[config.mk]
export PLATFORM = sky130hd
export DESIGN_NAME = l2_bus_arbiter
export DESIGN_NICKNAME = d
export VERILOG_FILES = /design/src/rtl/l2_bus_arbiter.sv
export SDC_FILE = /design/constraint.sdc
export NUM_CORES = 1
export LEC_CHECK = 0
export CORE_AREA = 2 2 120 122
export CTS_BUF_LIST = sky130_fd_sc_hd__clkbuf_8
export CTS_CLUSTER_DIAMETER = 30
export CTS_CLUSTER_SIZE = 25
export DETAILED_ROUTE_END_ITERATION = 6
export DIE_AREA = 0 0 122 124
export GPL_TIMING_DRIVEN = 0
export PLACE_DENSITY = 0.83
export SLEW_MARGIN = 0
export SYNTH_ARGS = -nofsm -noshare
export SYNTH_HDL_FRONTEND = slang
export SYNTH_SLANG_ARGS = --single-unit
[constraint.sdc]
create_clock -name clk -period 7.45 [get_ports clk]
set_input_delay 1.49 -clock clk [delete_from_list [all_inputs] [get_ports clk]]
set_output_delay 1.49 -clock clk [all_outputs]
set_load 0.005 [all_outputs]
[src/rtl/l2_bus_arbiter.sv]
// l2_bus_arbiter: round-robin share of one L2 request port between NUM_REQ
// L1 controllers, one transaction at a time, with a snoop broadcast per grant.
// Ports: clk, rst (async, active-high); req_valid/req_wr/req_addr/req_wdata in,
//   req_ready/resp_valid/resp_rdata out (per requester, addr/wdata packed);
//   l2_req_* out, l2_resp_valid/l2_resp_rdata in; snoop_* out; busy,
//   timeout_err out.
// Option: define L2_ARB_TIMEOUT_EN to bound the WAIT state to TIMEOUT_CYCLES.
module l2_bus_arbiter #(
  parameter int ADDR_WIDTH     = 32,
  parameter int DATA_WIDTH     = 32,
  parameter int NUM_REQ        = 2,
  parameter int IDW            = $clog2(NUM_REQ),
  parameter int TIMEOUT_CYCLES = 64
) (
  input  logic                         clk,
  input  logic                         rst,
  input  logic [NUM_REQ-1:0]           req_valid,
  input  logic [NUM_REQ-1:0]           req_wr,
  input  logic [NUM_REQ*ADDR_WIDTH-1:0] req_addr,
  input  logic [NUM_REQ*DATA_WIDTH-1:0] req_wdata,
  output logic [NUM_REQ-1:0]           req_ready,
  output logic [NUM_REQ-1:0]           resp_valid,
  output logic [DATA_WIDTH-1:0]        resp_rdata,
  output logic                         l2_req_valid,
  output logic                         l2_req_wr,
  output logic [ADDR_WIDTH-1:0]        l2_req_addr,
  output logic [DATA_WIDTH-1:0]        l2_req_wdata,
  input  logic                         l2_resp_valid,
  input  logic [DATA_WIDTH-1:0]        l2_resp_rdata,
  output logic                         snoop_valid,
  output logic                         snoop_wr,
  output logic [ADDR_WIDTH-1:0]        snoop_addr,
  output logic [IDW-1:0]               snoop_source_id,
  output logic                         busy,
  output logic                         timeout_err
);

  typedef enum logic [1:0] {
    S_IDLE, S_ISSUE, S_WAIT, S_RESP
  } state_t;

  state_t                r_state;
  state_t                w_next;
  logic [IDW-1:0]        r_owner;
  logic [IDW-1:0]        r_ptr;
  logic                  r_wr;
  logic [ADDR_WIDTH-1:0] r_addr;
  logic [DATA_WIDTH-1:0] r_wdata;
  logic [DATA_WIDTH-1:0] r_rdata;
  logic [IDW-1:0]        w_gnt;
  logic                  w_sel_wr;
  logic [ADDR_WIDTH-1:0] w_sel_addr;
  logic [DATA_WIDTH-1:0] w_sel_wdata;
  logic                  w_tmo;

  // r_ptr holds the requester with top priority; scanning from the highest
  // offset down leaves the lowest offset (closest to r_ptr) as the winner.
  function automatic logic [IDW-1:0] rr_pick(
    input logic [NUM_REQ-1:0] v,
    input logic [IDW-1:0]     p
  );
    logic [IDW-1:0] pick;
    logic [IDW-1:0] k;
    pick = p;
    for (int i = NUM_REQ - 1; i >= 0; i--) begin
      k = IDW'((int'(p) + i) % NUM_REQ);
      if (v[k]) pick = k;
    end
    return pick;
  endfunction

  always_comb begin
    w_gnt       = rr_pick(req_valid, r_ptr);
    w_sel_wr    = 1'b0;
    w_sel_addr  = '0;
    w_sel_wdata = '0;
    for (int i = 0; i < NUM_REQ; i++) begin
      if (w_gnt == IDW'(i)) begin
        w_sel_wr    = req_wr[i];
        w_sel_addr  = req_addr[i*ADDR_WIDTH +: ADDR_WIDTH];
        w_sel_wdata = req_wdata[i*DATA_WIDTH +: DATA_WIDTH];
      end
    end
  end

`ifdef L2_ARB_TIMEOUT_EN
  localparam int TW = $clog2(TIMEOUT_CYCLES + 1);
  logic [TW-1:0] r_tcnt;
  logic          r_terr;

  assign w_tmo = (r_state == S_WAIT) && !l2_resp_valid &&
                 (r_tcnt == TW'(TIMEOUT_CYCLES - 1));

  always_ff @(posedge clk or posedge rst) begin
    if (rst) begin
      r_tcnt <= '0;
      r_terr <= 1'b0;
    end else begin
      r_tcnt <= (r_state == S_WAIT) ? r_tcnt + 1'b1 : '0;
      if (w_tmo) r_terr <= 1'b1;
    end
  end

  assign timeout_err = r_terr;
`else
  assign w_tmo       = 1'b0;
  assign timeout_err = 1'b0;
`endif

  always_ff @(posedge clk or posedge rst) begin
    if (rst) r_state <= S_IDLE;
    else     r_state <= w_next;
  end

  always_comb begin
    w_next = r_state;
    unique case (r_state)
      S_IDLE:  if (|req_valid) w_next = S_ISSUE;
      S_ISSUE: w_next = S_WAIT;
      S_WAIT:  if (l2_resp_valid || w_tmo) w_next = S_RESP;
      S_RESP:  w_next = S_IDLE;
      default: w_next = S_IDLE;
    endcase
  end

  always_ff @(posedge clk or posedge rst) begin
    if (rst) begin
      r_owner <= '0;
      r_ptr   <= '0;
      r_wr    <= 1'b0;
      r_addr  <= '0;
      r_wdata <= '0;
      r_rdata <= '0;
    end else begin
      unique case (r_state)
        S_IDLE: begin
          if (|req_valid) begin
            r_owner <= w_gnt;
            r_wr    <= w_sel_wr;
            r_addr  <= w_sel_addr;
            r_wdata <= w_sel_wdata;
          end
        end
        S_WAIT: begin
          if (l2_resp_valid) r_rdata <= l2_resp_rdata;
          else if (w_tmo)    r_rdata <= '0;
        end
        S_RESP: begin
          r_ptr <= (r_owner == IDW'(NUM_REQ - 1)) ? '0 : r_owner + 1'b1;
        end
        default: ;
      endcase
    end
  end

  always_comb begin
    req_ready       = '0;
    resp_valid      = '0;
    resp_rdata      = '0;
    l2_req_valid    = 1'b0;
    l2_req_wr       = 1'b0;
    l2_req_addr     = '0;
    l2_req_wdata    = '0;
    snoop_valid     = 1'b0;
    snoop_wr        = 1'b0;
    snoop_addr      = '0;
    snoop_source_id = '0;
    busy            = (r_state != S_IDLE);
    unique case (r_state)
      S_ISSUE: begin
        req_ready[r_owner] = 1'b1;
        l2_req_valid       = 1'b1;
        l2_req_wr          = r_wr;
        l2_req_addr        = r_addr;
        l2_req_wdata       = r_wdata;
        snoop_valid        = 1'b1;
        snoop_wr           = r_wr;
        snoop_addr         = r_addr;
        snoop_source_id    = r_owner;
      end
      S_RESP: begin
        resp_valid[r_owner] = 1'b1;
        resp_rdata          = r_wr ? '0 : r_rdata;
      end
      default: ;
    endcase
  end

endmodule

==> run metrics <==
initial DRC count 368; Root Driver clkbuf_8; P&R area growth vs syn 62.7%; via count 5682; met1 Use GR 29.3%; CP Data Required Time 5.96 ns; Slew HR 53.2%; Seq/Total Area, Yosys 45.3%; gr ovfl total 0; post-synth cell types 25; Highest Clock Rate 0.224 GHz; total die area 15100 um2; DP Worst Slack 3.31 ns; num rows 43; Core ar. 13700 um2; setup bufs post-CTS 0; Post-Route WL 19300 um; Finished Core Util 66.3%; commonest non-fill, non-tap cell in the layout clkdlybuf4s50_1; Resized cells post-CTS 0; PwrDens 346 nW/um2; crit path time final 4.47 ns; critical path fanouts, max 10; worst-margin pin slew 0.702 ns; total power draw 3.15 mW; WS Path Type reg -> out; largest net degree at the start of global routing 53; DR DRC count 0; Leakage Power 3.70 nW; setup TNS 0 ns; antenna violations before repair 0; GRT met2 Usage 44.3%; CTS sink cnt 101; # setup viols final 0; #FFs+latches synth 101; global-route wire length before repair 29100 um; mux share of post-synthesis cell area 6.65%; grt peak-use layer met2; most used cell, CP clkbuf_1; crit path setup slack, layout 2.98 ns; Startpoint Class register; Final Net Count 1100; hold-critical path depth 1; Compound-Gate Fraction of Synth Area 20.1%; Slew Viols, Final 0; routability cong. 0.805; CP max stage cell clkbuf_1; simple-gate share of the synthesized area 16.1%; chip width 122 um; Vert. Die Dim 124 um; Synthesized Nets 784; layout cell share with drive strength beyond 1 13.7%; worst hold slack 0.508 ns; ANT nets after route 0; diode count 0; Post-Syn Instances 612; xor/xnor share of the synthesized area 0%; htree depth 3; Adder-Cell Fraction of Synth Area 1.12%; overall routing resource usage 25.1%; CTS clk-pin slew, worst paths 0.11 ns; GR Layer Usage met3 7.51%; dpl hpwl 14800 um; most frequent cells in the layout clkdlybuf4s50_1, dfrtp_1, and2_1; crit end category primary output; port bufs 304; worst vdd ir 0.159 mV; Post-Syn Area 5590 um2; crit-path cells inv_1, ha_1, clkbuf_1, clkbuf_1, and2_1, buf_4, clkdlybuf4s50_1; DR pass1 iterations 5; Worst path max stage delay 0.53 ns; num ports 306; largest family of logic cells by synthesized area compound AO/OA/AOI/OAI gates; Max-cap violations 0; Worst-Skew Late Latency 0.39 ns; filler instances 1140; Final Hold Violating Endpoints 0; Syn. warnings 0; status complete, no violations; RSZ-0062 raised after global routing false; Layout Skew 0.0107 ns; CTS tree built; FF-to-FF path depth 7; Initial Util 40.7%; vias in the first global route 5550; Hold Crit Class reg -> reg; CP arrival 2.98 ns; final period utilization 60.0%; Clock Tree Buf Depth 2; TritonCTS Buffers 9; via/cell ratio 5.11; Syn Area/Cell 9.13 um2; Post-CTS Hold Fix Bufs 0; Avg WL per Cell 17.3 um
==> per-layer routing <==
metal,part of all wire [%],wire length [um]
met4,2.2,420
met3,9.1,1750
met2,51,9860
met1,38,7260
met5,0,0
==> area by class of cell <==
class	instances	area (um2)	share of cell area, %
repair buffers	305	3070	33.8
flip-flops and latches	101	2530	27.8
multi-input cells	414	2460	27.1
plain buffers	91	576	6.33
well taps	180	225	2.48
clock buffers	10	138	1.51
clock inverters	6	68.8	0.757
inverters	6	25.0	0.275
==> per-stage QoR <==
step,std cells,instance area (um2)
2_1_floorplan,612,5590
4_1_cts,1113,9090
5_1_grt,1113,9090
6_report,1113,9090
3_3_place_gp,1096,8850
3_5_place_dp,1097,8880
==> synthesized netlist by cell type <==
| cell | count | area (um2) |
|---|---|---|
| a21bo_1 | 1 | 10.0 |
| nand2_1 | 1 | 3.75 |
| nor3b_1 | 1 | 7.51 |
| buf_4 | 43 | 323 |
| a21boi_2 | 1 | 11.3 |
| clkbuf_2 | 5 | 25.0 |
| nor2b_1 | 1 | 6.26 |
| buf_6 | 5 | 56.3 |
| ha_1 | 5 | 62.6 |
| o32a_1 | 1 | 10.0 |
| or2_1 | 1 | 6.26 |
| nor2_1 | 68 | 255 |
| buf_2 | 23 | 115 |
| conb_1 | 1 | 3.75 |
| o21a_1 | 1 | 7.51 |
| a31oi_1 | 65 | 407 |
| dfrtp_1 | 101 | 2530 |
| a21oi_1 | 68 | 340 |
| mux2_2 | 33 | 372 |
| inv_1 | 6 | 22.5 |
| o21ai_1 | 8 | 40.0 |
| clkbuf_1 | 15 | 56.3 |
| and2_1 | 99 | 619 |
| a21o_1 | 1 | 7.51 |
| o21ai_0 | 58 | 290 |
==> final timing paths <==
check / from / end / slack (ns)
worst max-delay path: r_state[1] / snoop_addr[20] / 2.98
worst min-delay path: r_rdata[23] / r_rdata[23] / 0.51
worst max register to register: r_state[0] / r_addr[26] / 5.61
worst min register to register: r_rdata[23] / r_rdata[23] / 0.51
max in group asynchronous: rst / r_addr[12] / 5.19
min in group asynchronous: rst / r_rdata[18] / 1.55
==> registers in the layout (all words and copies together), names as in the netlist <==
| signal | flops |
|---|---|
| r_ptr | 1 |
| r_owner | 1 |
| r_wdata | 32 |
| r_wr | 1 |
| r_state | 2 |
| r_addr | 32 |
| r_rdata | 32 |
==> logic make-up after synthesis <==
group,count (synthesis)
flops,101
mux,33
simple gates,171
compound gates,204
buf+inv,97
other cells,1
fa+ha+maj,5
==> critical path, delay by kind of cell (launching register included) <==
family                   cells  cell delay, ns
adder cells (fa/ha/maj)      1            0.32
buffers and inverters        5            1.60
flip-flops                   1            0.43
AND/OR/NAND/NOR              1            0.25
==> power breakdown <==
group	switching, mW	internal [mW]	leakage, nW
clock network	0.211	0.167	0.103
registers	0.133	0.830	1.15
logic	0.777	1.03	2.45
Note: power is estimated with default switching activity, not from simulation.
